===== config.mk =====
export PLATFORM = sky130hd
export DESIGN_NAME = burst_accum_engine
export DESIGN_NICKNAME = d
export VERILOG_FILES = /design/src/rtl/burst_accum_pkg.sv /design/src/rtl/burst_accum_lane.sv /design/src/rtl/burst_accum_engine.sv
export SDC_FILE = /design/constraint.sdc
export NUM_CORES = 1
export LEC_CHECK = 0
export ABC_AREA = 1
export CAP_MARGIN = 10
export CORE_ASPECT_RATIO = 0.9
export CORE_MARGIN = 5
export CORE_UTILIZATION = 40
export CTS_CLUSTER_DIAMETER = 80
export CTS_CLUSTER_SIZE = 20
export DETAILED_ROUTE_END_ITERATION = 10
export HOLD_SLACK_MARGIN = 0.08
export SLEW_MARGIN = 15
export SYNTH_ARGS = -nofsm -noshare
export SYNTH_HDL_FRONTEND = slang
export SYNTH_SLANG_ARGS = --single-unit

===== constraint.sdc =====
create_clock -name clk -period 7.4 [get_ports clk]
set_input_delay 1.48 -clock clk [delete_from_list [all_inputs] [get_ports clk]]
set_output_delay 1.48 -clock clk [all_outputs]
set_load 0.02 [all_outputs]

===== src/rtl/burst_accum_pkg.sv =====
// burst_accum_pkg: shared types and helpers for the burst accumulation engine.
//   state_t    : one-hot FSM encoding (IDLE, LOAD, PROCESS, DONE)
//   mode_t     : per-burst reduction mode (SUM, XOR, MAX, MIN; MAX/MIN unsigned)
//   acc_width(): per-lane result width, wide enough that a full-depth SUM
//                never overflows.
package burst_accum_pkg;

  typedef enum logic [3:0] {
    IDLE    = 4'b0001,
    LOAD    = 4'b0010,
    PROCESS = 4'b0100,
    DONE    = 4'b1000
  } state_t;

  typedef enum logic [1:0] {
    MODE_SUM = 2'b00,
    MODE_XOR = 2'b01,
    MODE_MAX = 2'b10,
    MODE_MIN = 2'b11
  } mode_t;

  function automatic int acc_width(input int width, input int depth);
    return width + $clog2(depth);
  endfunction

endpackage


===== src/rtl/burst_accum_lane.sv =====
// burst_accum_lane: single-lane reducer.
//   clk    : clock
//   rst_i  : synchronous active-high reset (accumulator -> 0)
//   init_i : load the mode's identity value (0, or all ones for MIN)
//   en_i   : fold data_i into the accumulator
//   mode_i : reduction mode
//   data_i : lane sample, zero-extended to ACC_W
//   acc_o  : current accumulator value (held while neither init_i nor en_i)
module burst_accum_lane
  import burst_accum_pkg::*;
#(
  parameter int WIDTH = 8,
  parameter int ACC_W = 12
) (
  input  logic             clk,
  input  logic             rst_i,
  input  logic             init_i,
  input  logic             en_i,
  input  mode_t            mode_i,
  input  logic [WIDTH-1:0] data_i,
  output logic [ACC_W-1:0] acc_o
);

  logic [ACC_W-1:0] acc_q;
  logic [ACC_W-1:0] acc_d;
  logic [ACC_W-1:0] ext;

  assign ext = {{(ACC_W-WIDTH){1'b0}}, data_i};

  always_comb begin
    acc_d = acc_q;
    if (init_i) begin
      acc_d = (mode_i == MODE_MIN) ? {ACC_W{1'b1}} : {ACC_W{1'b0}};
    end else if (en_i) begin
      case (mode_i)
        MODE_SUM: acc_d = acc_q + ext;
        MODE_XOR: acc_d = acc_q ^ ext;
        MODE_MAX: acc_d = (ext > acc_q) ? ext : acc_q;
        MODE_MIN: acc_d = (ext < acc_q) ? ext : acc_q;
        default:  acc_d = acc_q;
      endcase
    end
  end

  always_ff @(posedge clk) begin
    if (rst_i) acc_q <= '0;
    else       acc_q <= acc_d;
  end

  assign acc_o = acc_q;

endmodule


===== src/rtl/burst_accum_engine.sv =====
// burst_accum_engine: buffers a burst of 1..DEPTH beats of CHANNELS lanes,
// reduces every lane with the latched mode, and returns the per-lane results.
//   clk, rst          : clock, synchronous active-high reset
//   start, len, mode  : burst request (IDLE only), beat count, reduction mode
//   abort             : cancel the burst in progress (no effect in IDLE)
//   in_valid/in_ready : beat handshake, in_data lane k at [k*WIDTH +: WIDTH]
//   in_parity         : even parity per lane
//   out_valid/out_ready: result handshake, out_data lane k at [k*ACC_W +: ACC_W]
//   busy              : not IDLE
//   len_err           : one-cycle pulse after a start with len==0 or len>DEPTH
//   parity_err        : sticky lane-parity flag, cleared by an accepted start
// Build option: define BURST_ACCUM_PARITY_EN to enable parity checking;
// otherwise in_parity is ignored and parity_err is tied low.
module burst_accum_engine
  import burst_accum_pkg::*;
#(
  parameter int WIDTH    = 8,
  parameter int DEPTH    = 16,
  parameter int CHANNELS = 4
) (
  input  logic                                         clk,
  input  logic                                         rst,
  input  logic                                         start,
  input  logic [$clog2(DEPTH):0]                       len,
  input  logic [1:0]                                   mode,
  input  logic                                         abort,
  input  logic                                         in_valid,
  output logic                                         in_ready,
  input  logic [CHANNELS*WIDTH-1:0]                    in_data,
  input  logic [CHANNELS-1:0]                          in_parity,
  output logic                                         out_valid,
  input  logic                                         out_ready,
  output logic [CHANNELS*acc_width(WIDTH, DEPTH)-1:0]  out_data,
  output logic                                         busy,
  output logic                                         len_err,
  output logic                                         parity_err
);

  localparam int ACC_W = acc_width(WIDTH, DEPTH);
  localparam int AW    = $clog2(DEPTH);
  localparam int LW    = AW + 1;

  state_t             state_q, state_d;
  logic [LW-1:0]      len_q, len_d;
  mode_t              mode_q, mode_d;
  logic [LW-1:0]      addr_q, addr_d;
  logic [LW-1:0]      cnt_q, cnt_d;
  logic               len_err_q;
  logic [CHANNELS*WIDTH-1:0] mem [DEPTH];
  logic [CHANNELS*WIDTH-1:0] rd_data_q;

  logic len_ok, start_acc, hs, rd_en, lane_init, lane_en;

  assign len_ok    = (len != '0) && (len <= LW'(DEPTH));
  assign start_acc = (state_q == IDLE) && start && len_ok;
  assign hs        = in_valid && in_ready;
  // PROCESS runs cnt_q = 0..len: reads issue for 0..len-1, and each read is
  // folded in one cycle later, so cnt_q==0 is free to seed the accumulators.
  assign rd_en     = (state_q == PROCESS) && (cnt_q < len_q);
  assign lane_init = (state_q == PROCESS) && (cnt_q == '0);
  assign lane_en   = (state_q == PROCESS) && (cnt_q != '0);

  // FSM: state register
  always_ff @(posedge clk) begin
    if (rst) state_q <= IDLE;
    else     state_q <= state_d;
  end

  // FSM: next state (abort overrides every transition outside IDLE)
  always_comb begin
    state_d = state_q;
    case (state_q)
      IDLE:    if (start_acc) state_d = LOAD;
      LOAD:    if (hs && (addr_q == len_q - LW'(1))) state_d = PROCESS;
      PROCESS: if (cnt_q == len_q) state_d = DONE;
      DONE:    if (out_ready) state_d = IDLE;
      default: state_d = IDLE;
    endcase
    if (abort && (state_q != IDLE)) state_d = IDLE;
  end

  // FSM: outputs
  always_comb begin
    in_ready  = (state_q == LOAD);
    out_valid = (state_q == DONE);
    busy      = (state_q != IDLE);
  end

  // Datapath registers
  always_comb begin
    len_d  = len_q;
    mode_d = mode_q;
    addr_d = addr_q;
    cnt_d  = '0;
    if (start_acc) begin
      len_d  = len;
      mode_d = mode_t'(mode);
      addr_d = '0;
    end else if (hs) begin
      addr_d = addr_q + LW'(1);
    end
    if (state_q == PROCESS) cnt_d = cnt_q + LW'(1);
  end

  always_ff @(posedge clk) begin
    if (rst) begin
      len_q     <= '0;
      mode_q    <= MODE_SUM;
      addr_q    <= '0;
      cnt_q     <= '0;
      len_err_q <= 1'b0;
    end else begin
      len_q     <= len_d;
      mode_q    <= mode_d;
      addr_q    <= addr_d;
      cnt_q     <= cnt_d;
      len_err_q <= (state_q == IDLE) && start && !len_ok;
    end
  end

  assign len_err = len_err_q;

  // Burst buffer: not reset, registered read.
  always_ff @(posedge clk) begin
    if (hs)    mem[addr_q[AW-1:0]] <= in_data;
    if (rd_en) rd_data_q <= mem[cnt_q[AW-1:0]];
  end

  genvar gi;
  generate
    for (gi = 0; gi < CHANNELS; gi++) begin : g_lane
      burst_accum_lane #(
        .WIDTH (WIDTH),
        .ACC_W (ACC_W)
      ) u_lane (
        .clk    (clk),
        .rst_i  (rst),
        .init_i (lane_init),
        .en_i   (lane_en),
        .mode_i (mode_q),
        .data_i (rd_data_q[gi*WIDTH +: WIDTH]),
        .acc_o  (out_data[gi*ACC_W +: ACC_W])
      );
    end
  endgenerate

`ifdef BURST_ACCUM_PARITY_EN
  logic [CHANNELS-1:0] lane_par_bad;
  logic                parity_err_q, parity_err_d;

  generate
    for (gi = 0; gi < CHANNELS; gi++) begin : g_par
      assign lane_par_bad[gi] = ^{in_data[gi*WIDTH +: WIDTH], in_parity[gi]};
    end
  endgenerate

  always_comb begin
    parity_err_d = parity_err_q;
    if (start_acc)                 parity_err_d = 1'b0;
    else if (hs && |lane_par_bad)  parity_err_d = 1'b1;
  end

  always_ff @(posedge clk) begin
    if (rst) parity_err_q <= 1'b0;
    else     parity_err_q <= parity_err_d;
  end

  assign parity_err = parity_err_q;
`else
  logic unused_parity;
  assign unused_parity = ^in_parity;
  assign parity_err    = 1'b0;
`endif

endmodule


* After elaboration in Yosys (flattened, before gate mapping)
Memory sizes are Yosys's and may differ from the RTL's. A register that Yosys moved wholly into a read port is not among the register bits.
Index checks and enable logic that the tools add are counted.
** Storage, ports and cells
- Register bits after elaboration :: 70
- Memory bits (writable) :: 512
- Logic and storage cells :: 107
- Memories kept :: 1
** Cells by class
- Add/sub/neg operators :: 7
- $lt $le $gt $ge :: 10
- Equal/unequal tests :: 22
- Mux-type cells :: 28
- Bitwise logic cells :: 5
- Reductions and logical operators :: 24
** Memories
- mem :: words 16, bits a word 32, read ports 1, clocked after Yosys merged registers in 1, wr ports 1, RTL line burst_accum_engine.sv:49 : logic [CHANNELS*WIDTH-1:0] mem [DEPTH];
** Operators with widths (number)
- 2-to-1 mux 12 bit :: 17
- case mux 12 bit (4 select lines) :: 4
- adder 12 x 8 -> 12 bit :: 4
- greater-than comparator 8 x 12 -> 1 bit :: 4
- less-than comparator 8 x 12 -> 1 bit :: 4
- bitwise XOR 12 x 8 -> 12 bit :: 4
- inequality test 3 x 1 -> 1 bit, second input constant :: 7
- 2-to-1 mux 4 bit :: 4
- case mux 4 bit (4 select lines) :: 1
- AND reduction 3 bit :: 4
- adder 5 x 1 -> 5 bit, second input constant :: 2
- == test 5 bit :: 2
- logical AND 1 bit :: 10
- nonzero test 5 bit :: 2
- inequality test 2 x 1 -> 1 bit, second input constant :: 3
- OR reduction 2 bit :: 3
- less-or-equal comparator 5 bit, second input constant :: 1
- zero test 5 bit :: 1
- less-than comparator 5 bit :: 1
- subtractor 5 x 1 -> 5 bit, second input constant :: 1
- == test 2 bit, second input constant :: 2
- == test 4 x 1 -> 1 bit, second input constant :: 1
- == test 4 x 2 -> 1 bit, second input constant :: 1
- == test 4 x 3 -> 1 bit, second input constant :: 1
- 11 further kinds :: 12

* Logic depth before layout (Yosys ltp)
- Depth after elaboration :: 5
- Gate-level depth with buffers :: 15
- Mapped depth without buffers :: 15

* Cells and area by module
Synthesis repeated with hierarchy kept, for this count alone.
** Second synthesis, totals
- Cells, all modules :: 2764
- Area total of the unflattened synthesis :: 28379.7 um2
** By module, submodules not included
- burst_accum_engine :: instances 1, cells an instance 1638, area each 22102.4 um2
- burst_accum_lane (g_lane[1].u_lane ...) :: instances 3, cells an instance 283, area each 1570.3 um2
- burst_accum_lane (g_lane[0].u_lane) :: instances 1, cells an instance 277, area each 1566.5 um2

* Least setup slack after synthesis
Ideal clock, no wire load.
- Path kind :: register to register
- Start :: register cnt_q[0]
- End :: register rd_data_q[0] (read register of mem), enable pin
- Data arrival time :: 3.480 ns
- Setup slack :: 3.458 ns
- Stages on the path, launching flop included :: 7
- Buffers on the path :: 2
- Period minus slack after synthesis :: 3.942 ns
- Cell sequence :: dfxtp_1 inv_1 clkbuf_1 buf_1 ha_1 nor4_1 nor3_1
** Between the ends
- Cells in the longest elaborated chain, start to end :: 2
** Ends and longest elaborated chain
- from (decl) :: RTL line burst_accum_engine.sv:47 : logic [LW-1:0] cnt_q, cnt_d;
- from (signal assigned) :: RTL line burst_accum_engine.sv:116 : cnt_q <= cnt_d;
- less-than comparator 5 bit :: RTL line burst_accum_engine.sv:59 : assign rd_en = (state_q == PROCESS) && (cnt_q < len_q);
- logical AND 1 bit :: RTL line burst_accum_engine.sv:59
- named net rd_en :: RTL line burst_accum_engine.sv:52 : logic len_ok, start_acc, hs, rd_en, lane_init, lane_en;
- to (decl) :: RTL line burst_accum_engine.sv:50 : logic [CHANNELS*WIDTH-1:0] rd_data_q;
The timed path passes the listed nets, and every way through them passes these cells.
A chain may end at the register's enable or synchronous reset.

* Worst setup path in the final report
- Start :: register cnt_q[1]
- End :: register g_lane[2].u_lane.acc_q[5]
** Between the ends
- Cells in the longest elaborated chain, start to end :: 4
** Ends and longest elaborated chain
- zero test 5 bit or nonzero test 5 bit (tied branches) :: RTL line burst_accum_engine.sv:60, burst_accum_engine.sv:61
- logical AND 1 bit (on tied branches) :: RTL line burst_accum_engine.sv:60, burst_accum_engine.sv:61
- inequality test 3 x 1 -> 1 bit (no line) or nonzero test 2 bit (tied branches)
- AND reduction 3 bit (no line)
- to (signal assigned) :: RTL line burst_accum_lane.sv:46 : if (rst_i) acc_q <= '0;
- to (signal assigned) :: RTL line burst_accum_lane.sv:47 : else acc_q <= acc_d;
- to (decl) :: RTL line burst_accum_lane.sv:24 : logic [ACC_W-1:0] acc_q;
Parallel ways exist; a longest one is shown, timed or not.

==> results.txt <==
Unrepaired setup endpoints after global routing: false
Slew Limit Fails: 0
GRT Util Overall: 18.8%
Worst Max-Slew Pin Slew: 1.16 ns
Finished Layout Cells: 3680
Io pins: 102
Vias in the first global route: 19000
Number of port buffers: 96
Max-Cap Viols: 0
Adder-Cell Fraction of Synth Area: 3.71%
Root buf cell: clkbuf_16
Critical Path Start Type: register
Synthesized net count: 2826
Post-synthesis mux area share: 0%
Clk slew on worst S/H paths: 0.09 ns
Deepest level of the CTS H-tree: 2
CTS Buffer Depth: 3
Cells after synthesis: 2697
Initial core utilization: 40.4%
Worst path most repeated cell: nand2_1
Final setup violation count: 0
Peak VDD IR: 0.132 mV
Synth Flop Type: edfxtp_1
Yosys cell types: 38
Clock Skew: 0.0279 ns
Ys Warns: 0
Drt first pass iters: 5
Dpl cells: 3624
Starting DRT DRC Count: 1674
Min cycle time layout: 3.87 ns
Die Span X: 288 um
Yosys top cell area share: 58.7%
LEAKAGE: 11.3 nW
Async SR Flop Fraction: 0%
Critical Path, Cell by Cell: clkinv_2 > ha_1 > nand3_1 > nor2_4 > nor3_1 > nand2_1 > nand2_2 > nand2_1 > nand2_1 > nor2_1
Clock Sinks: 614
Die area: 74900 sq um
Hold Crit Class: reg2reg
Most frequent cell after synthesis: edfxtp_1
Final hold violation count: 0
Setup CP Type: reg2reg
Top post-synthesis cells by area: edfxtp_1, nand2_1, nor2_1
Worst slack at placement: 3.23 ns
Global route overflow: 0
Compound-gate portion of the synthesized area: 11.2%
Netlist Area Pre-Place: 27800 sq um
Post-Synth Simple-Gate Area: 16.1%
Share of cells above drive strength 1: 4.66%
Via count: 19600
WP data arrival: 4.34 ns
CP top delay family: simple AND/OR/NAND/NOR gates
Slew HR: 22.7%
PD cells: 202 nW/um^2
Max FO, Critical Path: 50
Num rows: 91
Crit path buf inv count: 1
Cts bufs inserted: 38
Core Area: 68800 sq um
DP HPWL: 42200 um
Height of the die: 260 um
CTS resizes: 0
Post-synthesis sequential area ratio: 63.8%
Final WS setup: 3.53 ns
Max stage delay on crit path: 0.79 ns
Total Wirelength: 71900 um
Initial antenna violation count: 3
WP data required: 7.87 ns
Main combinational cell family by area after synthesis: simple AND/OR/NAND/NOR gates
Via density per instance: 5.33
Routed len/inst: 19.5 um
Routability cong.: 0.886
First-pass GRT wire length: 110000 um
Fmax: 258 MHz
Synth top cells by count: edfxtp_1, nand2_1, nor2_1
DRT antenna net count: 0
Number of synthesized register bits: 614
Status: finished, final reports clean
Largest net degree at the start of global routing: 113
Hold buffers post-CTS: 0
Nets: 2863
Avg Cell Area, Syn: 10.3 sq um
Setup tns final: 0 ns
Post-synthesis xor/xnor area fraction: 0.441%
Clk_lat worst skew: 0.59 ns
Leading area contributor after synthesis: edfxtp_1
Post-CTS Setup Bufs: 0
Post-synth EDFFs: 544
Slowest cell on crit path: clkinv_2
Crit share post-route: 52.3%
Drt drc: 0
Crit end category: register
Layout area overhead: 11.1%
CTS tree: yes
-- worst min-delay path, stage by stage (launching register included) --
cell	delay, ns
dfxtp_1	0.34
inv_1	0.08
a21oi_1	0.06
-- stage by stage --
| step | util, % | area [sq um] | total power, mW | hold slack, ns |
|---|---|---|---|---|
| 4_1_cts | 44.9 | 30900 | 6.29 | 0.511 |
| 3_3_place_gp | 43.3 | 29800 | 4.19 | 0.492 |
| 3_5_place_dp | 43.3 | 29800 | 4.21 | 0.492 |
| 5_1_grt | 44.9 | 30900 | 6.45 | 0.543 |
| 6_report | 44.9 | 30900 | 6.24 | 0.518 |
| 2_1_floorplan | - | 27800 | 4.06 | 0.463 |
-- cell type report --
type | count | area [sq um]
fill | 6412 | 37900
sequential | 614 | 17700
multi-input combinational | 1739 | 8890
timing repair buffer | 129 | 1210
tap | 930 | 1160
clock buffer | 45 | 987
inverter | 212 | 802
clock inverter | 8 | 96.3
antenna | 3 | 7.51
-- cell usage in the layout (no fill, tap or decap), types with 3 or more instances in the layout --
master | netlist | final
nor2_4 | 1 | 19
buf_4 | 1 | 33
ha_1 | 76 | 76
nand3_2 | 4 | 4
inv_1 | 211 | 208
a21oi_4 | 4 | 4
or2_2 | 6 | 6
o211ai_1 | 20 | 20
diode_2 | 0 | 3
clkbuf_1 | 109 | 6
o21ai_0 | 301 | 301
clkdlybuf4s50_1 | 0 | 96
nand2_2 | 4 | 4
nand2_1 | 461 | 461
edfxtp_1 | 544 | 544
dfxtp_1 | 70 | 67
clkbuf_16 | 0 | 38
a21oi_1 | 77 | 77
o22ai_1 | 86 | 86
xor2_1 | 10 | 10
o221ai_1 | 46 | 46
nor3_1 | 5 | 4
nor2_2 | 5 | 3
nor4_1 | 4 | 4
nor2_1 | 448 | 432
xnor2_1 | 4 | 4
clkinv_1 | 1 | 3
o21bai_1 | 8 | 8
fa_1 | 4 | 4
nand4_1 | 20 | 20
nand3_1 | 137 | 137
-- report_power, final --
part           internal [mW]  switching [mW]  leakage, nW  total [mW]
Clock                  0.969            1.13        0.528        2.10
Combinational          0.108           0.240         5.30       0.348
Sequential              3.77         0.00900         5.45        3.78
-- state kept, by name (all words and copies together) (netlist names) --
signal and flops:
addr_q 5, rd_data_q 32, mode_q 2, len_err 1, g_lane.u_lane.acc_o 48, state_q 4
len_q 5, cnt_q 5, mem 512
-- per-layer routing --
metal / vias up / part of all wire (%) / GRT usage [%]
li1: 9425 / - / -
met5: - / 0.038 / 0
met1: 9530 / 45 / 25.9
met4: 4 / 2.2 / 4.84
met3: 117 / 5.8 / 2.65
met2: 532 / 47 / 31.6
-- worst paths after layout --
path,start,to,slack (ns),depth (start not counted)
hold reg to reg,len_q[4],len_q[4],0.52,2
setup / recovery,cnt_q[1],g_lane[2].u_lane.acc_o[5],3.53,10
setup reg to reg,cnt_q[1],g_lane[2].u_lane.acc_o[5],3.53,10
hold / removal,len_q[4],len_q[4],0.52,2
-- kinds of logic after synthesis --
family          after synthesis
other cells                   1
buf+inv                     344
flops                       614
compound gates              543
xor+xnor                     14
simple gates               1101
fa+ha+maj                    80
Power figures use the tool's default switching activity.
